==> src/rtl/hyperbus_pwr_seq.sv <==
// Power/reset sequencer for the HyperBus domain: drives AXI isolation, clock gate and
// subsystem reset so the domain can be brought up, shut down or soft-reset safely.
module hyperbus_pwr_seq #(
    parameter int RstHoldCycles = 16,
    parameter int StartupCycles = 60000,
    parameter int IsoTimeout    = 1024
) (
    input  logic       clk_i,
    input  logic       rst_i,
    input  logic       en_i,
    input  logic       sw_rst_i,
    input  logic       axi_isolated_i,
    output logic       axi_isolate_o,
    output logic       clk_en_o,
    output logic       hyper_rst_no,
    output logic       ready_o,
    output logic       err_timeout_o,
    output logic [2:0] state_o
);

    localparam int MaxA      = (RstHoldCycles > StartupCycles) ? RstHoldCycles : StartupCycles;
    localparam int MaxCycles = (MaxA > IsoTimeout) ? MaxA : IsoTimeout;
    localparam int CntWidth  = $clog2(MaxCycles + 1);

    localparam logic [CntWidth-1:0] RstLast     = CntWidth'(RstHoldCycles - 1);
    localparam logic [CntWidth-1:0] StartupLast = CntWidth'(StartupCycles - 1);
    localparam logic [CntWidth-1:0] IsoLast     = CntWidth'(IsoTimeout - 1);

    if (RstHoldCycles < 1) begin : gen_bad_rst_hold
        $error("RstHoldCycles must be >= 1");
    end
    if (StartupCycles < 1) begin : gen_bad_startup
        $error("StartupCycles must be >= 1");
    end
    if (IsoTimeout < 1) begin : gen_bad_iso_timeout
        $error("IsoTimeout must be >= 1");
    end

    typedef enum logic [2:0] {
        StOff     = 3'd0,
        StRst     = 3'd1,
        StStartup = 3'd2,
        StDeiso   = 3'd3,
        StOn      = 3'd4,
        StIso     = 3'd5
    } state_e;

    state_e              state_q, state_d;
    logic [CntWidth-1:0] cnt_q;
    logic                err_q, err_d;
    logic [3:0]          out_d;  // {iso, clk_en, rst_n, ready} for the next state
    logic                timed_d;

    always_comb begin
        state_d = state_q;
        err_d   = err_q;
        case (state_q)
            StOff:     if (en_i) state_d = StRst;
            StRst:     if (cnt_q == RstLast) state_d = en_i ? StStartup : StOff;
            StStartup: if (cnt_q == StartupLast) state_d = StDeiso;
            StDeiso:   if (!axi_isolated_i) state_d = StOn;
            StOn: begin
                if (!en_i || sw_rst_i) begin
                    state_d = StIso;
                    err_d   = 1'b0;
                end
            end
            StIso: begin
                // A late isolation ack on the timeout cycle still counts as a clean exit.
                if (axi_isolated_i) begin
                    state_d = StRst;
                end else if (cnt_q == IsoLast) begin
                    state_d = StRst;
                    err_d   = 1'b1;
                end
            end
            default:   state_d = StOff;
        endcase
    end

    always_comb begin
        out_d   = 4'b1000;
        timed_d = 1'b0;
        case (state_d)
            StOff:     out_d = 4'b1000;
            StRst:     begin out_d = 4'b1100; timed_d = 1'b1; end
            StStartup: begin out_d = 4'b1110; timed_d = 1'b1; end
            StDeiso:   out_d = 4'b0110;
            StOn:      out_d = 4'b0111;
            StIso:     begin out_d = 4'b1110; timed_d = 1'b1; end
            default:   out_d = 4'b1000;
        endcase
    end

    always_ff @(posedge clk_i or posedge rst_i) begin
        if (rst_i) begin
            state_q       <= StOff;
            cnt_q         <= '0;
            err_q         <= 1'b0;
            axi_isolate_o <= 1'b1;
            clk_en_o      <= 1'b0;
            hyper_rst_no  <= 1'b0;
            ready_o       <= 1'b0;
        end else begin
            state_q <= state_d;
            err_q   <= err_d;
            if (state_d != state_q || !timed_d) begin
                cnt_q <= '0;
            end else begin
                cnt_q <= cnt_q + CntWidth'(1);
            end
            {axi_isolate_o, clk_en_o, hyper_rst_no, ready_o} <= out_d;
        end
    end

    assign err_timeout_o = err_q;
    assign state_o       = state_q;

endmodule

==> config.mk <==
export PLATFORM = sky130hd
export DESIGN_NAME = hyperbus_pwr_seq
export DESIGN_NICKNAME = d
export VERILOG_FILES = /design/src/rtl/hyperbus_pwr_seq.sv
export SDC_FILE = /design/constraint.sdc
export NUM_CORES = 1
export LEC_CHECK = 0
export BUFFER_PORTS_ARGS = -buffer_cell sky130_fd_sc_hd__buf_2
export CORE_MARGIN = 1.5
export CORE_UTILIZATION = 40
export CTS_CLUSTER_SIZE = 8
export DETAILED_ROUTE_END_ITERATION = 6
export PLACE_DENSITY_LB_ADDON = 0.25
export SLEW_MARGIN = 5
export SYNTH_ARGS = -nofsm -noshare
export SYNTH_HDL_FRONTEND = slang
export SYNTH_SLANG_ARGS = --single-unit
==> constraint.sdc <==
create_clock -name clk_i -period 2.99 [get_ports clk_i]
set_input_delay 0.598 -clock clk_i [delete_from_list [all_inputs] [get_ports clk_i]]
set_output_delay 0.598 -clock clk_i [all_outputs]
set_load 0.03 [all_outputs]
==> flow_metrics.py, run 1 <==
metrics = {
    "cells_and_area": {
        "drive_gt1_share_pct": 15.03,
        "multi_input_area_um2": 700.7,
        "num_antenna_cells": 0,
        "fillers": 290,
        "final_util_pct": 47.20,
        "area_growth_syn_to_layout_pct": 9.462,
        "layout_commonest_cell": "nor2_1",
        "nets": 160,
        "most-common-layout-cells": "nor2_1, dfrtp_1, buf_2",
        "regArea_um2": 601.8,
    },
    "detailed_routing": {
        "drc": 0,
        "drt_iter0_markers": 85,
        "firstDrtPassIters": 4,
        "num_vias": 1094,
        "wl_um": 2758,
        "vias_per_cell": 5.553,
        "route.antenna.remaining_nets": 0,
        "wl_per_cell_um": 14.00,
    },
    "placement": {
        "io_buffers": 12,
        "hpwlAfterDp_um": 2036,
        "gp_congestion": 0.9188,
    },
    "synthesis": {
        "yosysSeqAreaShare_pct": 44.62,
        "async_flop_share_pct": 100.0,
        "synth-main-ff-cell": "dfrtp_1",
        "syn_nets": 148,
        "yosys.cell_types.count": 42,
        "syn_inst": 142,
        "synth_edf_count": 0,
        "yosysWarnings": 0,
        "synth.avg_cell_area_um2": 9.499,
        "syn_area_um2": 1349,
        "ys_ff_latch": 24,
    },
    "sta": {
        "hold_viol_final": 0,
        "setup_tns_ps": 0,
        "hold_slack_ps": 452.2,
        "max_freq_ghz": 0.4774,
        "clock_skew_ps": 9.071,
        "period_needed_ps": 2095,
        "finalSetupViolations": 0,
        "final_max_slew_viol_count": 0,
        "slew_headroom_pct": 39.38,
        "period_share_pct": 70.06,
        "rsz0062_at_grt": "false",
        "worst_pin_slew_ps": 908.2,
    },
    "cts": {
        "cts_resized": 0,
        "worst_skew_pair.late_latency_ps": 320,
        "cts_setup_buffers": 0,
        "cts_made_buffers": 3,
        "clk_pin_slew_ps": 130,
        "clockRootBuffer": "clkbuf_4",
        "tritoncts": "yes",
        "cts_hold_buf": 0,
        "clock_path_buffers": 2,
        "cts.sinks": 24,
        "cts_max_level": 1,
    },
    "global_route": {
        "grt-ovfl-total": 0,
        "grt_pass1_wl_um": 4733,
        "antenna_found_initial": 0,
        "grt_start_max_net_pins": 25,
        "grt_pass1_vias": 1008,
        "grtUsageTotal_pct": 17.09,
    },
    "worst_setup_path": {
        "cp_max_fo": 10,
        "r2r-end": "cnt_q[3]",
        "startpoint": "cnt_q[0]",
        "r2r_slack_ps": 900,
        "required_ps": 3200,
        "ff2ff_path_depth": 5,
        "crit_path_start_kind": "flop",
        "end_kind": "flop",
        "rr_startpoint": "cnt_q[0]",
        "path_class": "flop to flop",
        "cp.arrival_ps": 2300,
        "endpoint": "cnt_q[3]",
    },
    "status": {
        "status": "complete, no violations",
    },
    "power": {
        "p_per_area_nw_per_um2": 542.1,
        "leakage_nw": 0.6700,
        "ir_drop_mv": 0.2110,
    },
    "die": {
        "io_pins": 13,
        "coreArea_um2": 3128,
        "dieWidth_um": 61.07,
        "rows": 20,
        "start_util_pct": 43.12,
        "die_area_um2": 3730,
        "die_h_um": 61.07,
    },
    "flow_run": {
        "maxCapViolCount": 0,
    },
    "min_path": {
        "hp-class": "input port to async pin",
    },
}
-- state kept, by name, summed over array words and instances, names as in the netlist --
name,count
cnt_q,16
state_o,3
axi_isolate_o,1
clk_en_o,1
err_timeout_o,1
hyper_rst_no,1
ready_o,1
-- report_power, final --
| group | internal [W] | total (W) | switching [W] |
|---|---|---|---|
| clock network | 0.0000745 | 0.000172 | 0.0000973 |
| registers | 0.000360 | 0.000401 | 0.0000417 |
| logic | 0.0000824 | 0.000227 | 0.000145 |
-- stage by stage --
stage               setup slack, ps  instances  total power, W  instance area [um2]
floorplan                      1088        142       0.0005788                 1349
global placement              878.4        193       0.0006331                 1440
detailed placement            869.2        193       0.0006343                 1440
CTS                           896.5        197       0.0008042                 1476
global route                  755.6        197       0.0008534                 1476
finish                        895.3        197       0.0008004                 1476
-- area by class of cell --
class | instances | share of cell area, %
sequential | 24 | 40.76
clock buffer | 4 | 2.458
inverter | 6 | 1.525
timing repair buffer | 12 | 4.068
tap | 44 | 3.729
multi-input combinational | 107 | 47.46
-- Yosys cell counts (all sizes together) (3+ instances only) --
master,instances,area share [%]
xor2,11,7.1
or3b,3,1.9
nand2b,3,1.4
nand4,10,5.1
inv,6,1.7
o21ai,5,1.9
nor4,4,3.0
clkbuf,3,0.83
dfrtp,23,43
nor2b,3,1.4
nand3,9,3.3
xnor2,3,1.9
nor2,24,6.7
nand2,7,1.9
-- cells by family (layout without fill, tap and decap cells) --
kind of cell,after synthesis,in the layout,share of synthesized area [%]
flip-flops,24,24,44.62
AO/OA/AOI/OAI,15,15,8.720
AND/OR/NAND/NOR,77,77,33.21
buffers and inverters,11,22,3.432
XOR/XNOR,14,14,9.091
adder cells (fa/ha/maj),1,1,0.9275
-- layer usage --
metal | routed length [um] | global-route usage [%]
met2 | 1345 | 29.03
met1 | 1218 | 22.40
met5 | 0 | 0
met4 | 38 | 6.522
met3 | 156 | 1.891
-- how the worst min path moves through the flow --
stage	from	to	slack (ps)	depth (start not counted)
final	rst_i	state_o[1]	450	2
after CTS	rst_i	cnt_q[9]	480	2
after global placement	cnt_q[0]	cnt_q[0]	470	1
after global routing	cnt_q[0]	cnt_q[0]	520	1
after floorplan	cnt_q[0]	cnt_q[0]	450	1
after detailed placement	cnt_q[0]	cnt_q[0]	480	1
-- worst max-delay path, stage by stage, from the launching register on --
cell	delay, ps
dfrtp_1	420
ha_1	250
or3b_1	430
or4_1	590
nand4_2	210
nor2_1	80
(Power assumes the default switching activity.)
==> inputs of run 2 (changes only) <==
==> constraint.sdc (replaced) <==
create_clock -name clk_i -period 2.05 [get_ports clk_i]
set_input_delay 0.41 -clock clk_i [delete_from_list [all_inputs] [get_ports clk_i]]
set_output_delay 0.41 -clock clk_i [all_outputs]
set_load 0.03 [all_outputs]
==> run 2 against run 1 <==
Flip-flop and latch count stayed put; final area rose by 5.8%; combinational power up 76%; sequential power grew 45%; critical path depth did not move; sequential share of layout area is 2.2 points lower; core utilization rose by 2.7 points; final cell count rose by 4.6%; worst hold slack worse by 350 ps; critical endpoint is now cnt_q[15]; largest cell class unchanged; highest routed layer unchanged.
==> flow_metrics.py, run 2 (synthesis gave the netlist of run 1 again) <==
metrics = {
    "sta": {
        "setup_tns_ps": 0,
        "max_freq_ghz": 0.5200,
        "slew_headroom_pct": 70.94,
        "worst_pin_slew_ps": 430.0,
        "hold_viol_final": 0,
        "timing.final.ws_setup_ps": 127.0,
        "period_share_pct": 93.81,
        "final_max_slew_viol_count": 0,
        "clock_skew_ps": 15.32,
        "period_needed_ps": 1923,
        "finalSetupViolations": 0,
    },
    "die": {
        "die_area_um2": 3730,
        "coreArea_um2": 3128,
        "dieWidth_um": 61.07,
        "die_h_um": 61.07,
        "rows": 20,
        "io_pins": 13,
        "start_util_pct": 43.12,
    },
    "placement": {
        "dpl_worst_slack_ps": 80.59,
        "dp_cells": 201,
        "hpwlAfterDp_um": 2186,
        "gp_congestion": 0.9077,
        "io_buffers": 12,
    },
    "cts": {
        "clock_path_buffers": 2,
        "clockRootBuffer": "clkbuf_4",
        "cts_hold_buf": 0,
        "worst_skew_pair.late_latency_ps": 310,
        "clk_pin_slew_ps": 130,
        "tritoncts": "yes",
        "cts_made_buffers": 3,
        "cts.sinks": 24,
        "cts_max_level": 1,
    },
    "cells_and_area": {
        "most-common-layout-cells": "nor2_1, dfrtp_1, buf_2",
        "nets": 169,
        "layout_commonest_cell": "nor2_1",
        "area_growth_syn_to_layout_pct": 15.77,
        "largest_register": "cnt_q",
        "num_antenna_cells": 0,
        "drive_gt1_share_pct": 20.99,
        "stdcell_count": 206,
        "largest_register_ffs": 16,
        "final_util_pct": 49.92,
        "fillers": 323,
    },
    "worst_setup_path": {
        "cp_max_fo": 10,
        "cp_cell_sequence": "or4_4 > nor4_4 > a22oi_1 > nand4_4 > nor2_1",
        "ff2ff_path_depth": 5,
        "cpLargestDelayFamily": "simple AND/OR/NAND/NOR gates",
        "path_class": "flop to flop",
        "endpoint": "cnt_q[15]",
        "r2r_slack_ps": 130,
        "cpMaxStageDelayCell": "or4_4",
        "r2r-end": "cnt_q[15]",
        "startpoint": "cnt_q[13]",
        "crit_path_start_kind": "flop",
        "critical-path-max-stage-delay_ps": 560,
        "required_ps": 2250,
        "rr_startpoint": "cnt_q[13]",
        "cp.buffers_inverters": 0,
        "end_kind": "flop",
        "cp.depth": 5,
        "cp.arrival_ps": 2120,
    },
    "power": {
        "leakage_nw": 0.7260,
        "p_per_area_nw_per_um2": 782.7,
        "ir_drop_mv": 0.4209,
        "total_power_w": 0.001222,
    },
    "global_route": {
        "grt_start_max_net_pins": 25,
        "grt_pass1_wl_um": 4705,
        "grt-ovfl-total": 0,
        "grt_pass1_vias": 1075,
        "antenna_found_initial": 0,
        "grtUsageTotal_pct": 16.91,
    },
    "min_path": {
        "hp-class": "input port to async pin",
    },
    "status": {
        "status": "complete, no violations",
    },
    "detailed_routing": {
        "num_vias": 1103,
        "drc": 0,
        "route.antenna.remaining_nets": 0,
        "wl_per_cell_um": 13.81,
        "firstDrtPassIters": 4,
        "drt_iter0_markers": 57,
        "vias_per_cell": 5.354,
        "wl_um": 2845,
    },
    "flow_run": {
        "maxCapViolCount": 0,
    },
}
## run 2: repair_timing
| action | in CTS | in global routing |
|---|---|---|
| buffers inserted | 0 | 1 |
| resized for setup | 0 | 3 |
| endpoints found under the setup margin | 0 | 12 |
## run 2: worst reg2reg max path, cell delays in order (launching register included)
cell and delay [ps]:
dfrtp_1 460, or4_4 560, nor4_4 350, a22oi_1 190, nand4_4 200, nor2_1 70
## run 2: layout make-up
class                      instances  area [um2]  share of cell area, %
multi-input combinational        107       718.2                  45.99
sequential                        24       601.8                  38.54
timing repair buffer              21       127.6                  8.173
tap                               44       55.05                  3.526
clock buffer                       4       36.28                  2.324
inverter                           6       22.52                  1.442
## run 2: how the worst min path moves through the flow
stage	start	to
2_1_floorplan	rst_i	clk_en_o
4_1_cts	rst_i	ready_o
3_5_place_dp	rst_i	ready_o
6_report	rst_i	ready_o
5_1_grt	rst_i	ready_o
3_3_place_gp	rst_i	ready_o
## run 2: routing by layer
| layer | vias up | track usage (%) | wire length [um] |
|---|---|---|---|
| li1 | 545 | - | - |
| met1 | 529 | 21.17 | 1331 |
| met2 | 23 | 28.72 | 1367 |
| met3 | 6 | 2.101 | 95 |
| met4 | 0 | 8.385 | 51 |
| met5 | - | 0 | 0 |
## run 2: per-stage QoR
step / area, um2 / hold slack [ps]
3_5_place_dp: 1500 / 468.5
6_report: 1562 / 105.2
4_1_cts: 1536 / 110.0
5_1_grt: 1562 / 124.0
2_1_floorplan: 1349 / 423.9
3_3_place_gp: 1500 / 463.4
## run 2: power breakdown
part / internal (W) / leakage (nW) / switching (W)
clock network: 0.000108 / 0.0210 / 0.000134
registers: 0.000525 / 0.318 / 0.0000553
logic: 0.000165 / 0.387 / 0.000234
==> inputs of run 3 (changes only) <==
--- a/config.mk
+++ b/config.mk
@@ -10,7 +10,7 @@
 export CORE_UTILIZATION = 40
 export CTS_CLUSTER_SIZE = 8
 export DETAILED_ROUTE_END_ITERATION = 6
-export PLACE_DENSITY_LB_ADDON = 0.25
+export PLACE_DENSITY = 0.68
 export SLEW_MARGIN = 5
 export SYNTH_ARGS = -nofsm -noshare
 export SYNTH_HDL_FRONTEND = slang
==> run 3 against run 2 <==
Clock skew fell by 8.9 ps; clock power hardly changed; fmax down 1.6%; largest power group unchanged; highest routed layer unchanged.
==> flow_metrics.py, run 3 (synthesis gave the netlist of run 1 again) <==
metrics = {
    "die": {
        "dieWidth_um": 61.07,
        "io_pins": 13,
        "die_area_um2": 3730,
        "start_util_pct": 43.12,
        "rows": 20,
        "coreArea_um2": 3128,
        "die_h_um": 61.07,
    },
    "sta": {
        "setup_tns_ps": 0,
        "period_share_pct": 95.32,
        "finalSetupViolations": 0,
        "rsz0062_at_grt": "true",
        "worst_pin_slew_ps": 392.8,
        "period_needed_ps": 1954,
        "timing.final.ws_setup_ps": 95.96,
        "slew_headroom_pct": 73.57,
        "clock_skew_ps": 6.394,
        "max_freq_ghz": 0.5118,
        "final_max_slew_viol_count": 0,
        "hold_viol_final": 0,
    },
    "worst_setup_path": {
        "end_kind": "flop",
        "required_ps": 2260,
        "cp.arrival_ps": 2160,
        "path_class": "flop to flop",
        "crit_path_start_kind": "flop",
        "cp_max_fo": 10,
    },
    "power": {
        "leakage_nw": 0.7120,
        "switching_share_pct": 34.66,
        "total_power_w": 0.001194,
        "switching_power_w": 0.0004137,
        "clkPwrFrac_pct": 20.2,
        "ir_drop_mv": 0.3934,
        "power.share.sequential_pct": 48.6,
        "p_int_w": 0.0007798,
        "p_per_area_nw_per_um2": 770.5,
        "combPwrFrac_pct": 31.2,
    },
    "global_route": {
        "grtUsageTotal_pct": 16.57,
        "grt_pass1_wl_um": 4616,
        "antenna_found_initial": 0,
        "grt_start_max_net_pins": 25,
        "grt_pass1_vias": 1041,
        "grt-ovfl-total": 0,
    },
    "cts": {
        "cts_setup_buffers": 0,
        "tritoncts": "yes",
        "cts_hold_buf": 0,
        "clock_path_buffers": 2,
        "cts_max_level": 1,
        "clk_pin_slew_ps": 120,
        "cts.sinks": 24,
        "clockRootBuffer": "clkbuf_4",
        "worst_skew_pair.late_latency_ps": 310,
        "cts_made_buffers": 3,
        "cts_resized": 0,
    },
    "min_path": {
        "hp-class": "input port to async pin",
    },
    "cells_and_area": {
        "num_antenna_cells": 0,
        "area_growth_syn_to_layout_pct": 14.84,
        "layout_commonest_cell": "nor2_1",
        "largest_register": "cnt_q",
        "drive_gt1_share_pct": 20.63,
        "nets": 167,
        "fillers": 310,
        "largest_register_ffs": 16,
        "most-common-layout-cells": "nor2_1, dfrtp_1, buf_2",
    },
    "placement": {
        "io_buffers": 12,
        "gp_congestion": 0.8531,
        "dpl_worst_slack_ps": 38.96,
        "hpwlAfterDp_um": 2075,
    },
    "detailed_routing": {
        "wl_per_cell_um": 13.33,
        "vias_per_cell": 5.451,
        "firstDrtPassIters": 4,
        "drc": 0,
        "route.antenna.remaining_nets": 0,
        "wl_um": 2719,
        "drt_iter0_markers": 61,
        "num_vias": 1112,
    },
    "flow_run": {
        "maxCapViolCount": 0,
    },
    "status": {
        "status": "complete, no violations",
    },
}
run 3: changes by cell type in the layout (fill, tap and decap cells not counted):
| cell | change |
|---|---|
| ha_1 | -1 |
| nor3b_2 | +1 |
| buf_4 | -2 |
| nand3_2 | -1 |
| ha_2 | +1 |
| nor3b_1 | -1 |
| nand3_1 | +1 |
run 3: final cells by class:
type	count	area (um2)	share of cell area [%]
sequential	24	601.8	38.85
inverter	6	22.52	1.454
timing repair buffer	19	112.6	7.270
multi-input combinational	107	720.7	46.53
tap	44	55.05	3.554
clock buffer	4	36.28	2.342
run 3: final timing paths:
kind | from | to | slack [ps] | cells past startpoint
max | cnt_q[0] | cnt_q[6] | 100 | 5
min | rst_i | clk_en_o | 120 | 3
max reg2reg | cnt_q[0] | cnt_q[6] | 100 | 5
min reg2reg | cnt_q[0] | cnt_q[0] | 490 | 1
max in group asynchronous | rst_i | axi_isolate_o | 1650 | 3
min in group clk_i | axi_isolated_i | state_o[2] | 490 | 3
run 3: per-layer routing:
| metal | track usage [%] | up-vias | routed length (um) |
|---|---|---|---|
| li1 | - | 541 | - |
| met1 | 22.83 | 547 | 1236 |
| met2 | 26.90 | 20 | 1361 |
| met3 | 2.731 | 4 | 82 |
| met4 | 4.969 | 0 | 38 |
| met5 | 0 | - | 0 |
run 3: power groups by stage:
stage,Clock (W),Sequential (W),Combinational [W]
2_1_floorplan,0,0.000602,0.000242
3_3_place_gp,0,0.000588,0.000350
3_5_place_dp,0,0.000589,0.000360
4_1_cts,0.000253,0.000579,0.000361
5_1_grt,0.000266,0.000589,0.000424
6_report,0.000241,0.000580,0.000373
run 3: worst max-delay path: stages (launching register included):
cell,delay (ps)
dfrtp_1,410
ha_2,190
or3b_1,420
or4_4,580
nand4_4,170
nor2_1,70
run 3: stage by stage:
| step | utilization [%] | hold slack, ps | cell area, um2 | instances |
|---|---|---|---|---|
| 2_1_floorplan | - | 423.9 | 1349 | 142 |
| 3_3_place_gp | 47.72 | 462.0 | 1493 | 200 |
| 3_5_place_dp | 47.72 | 473.6 | 1493 | 200 |
| 4_1_cts | 48.88 | 124.0 | 1529 | 204 |
| 5_1_grt | 49.52 | 157.3 | 1549 | 204 |
| 6_report | 49.52 | 117.4 | 1549 | 204 |
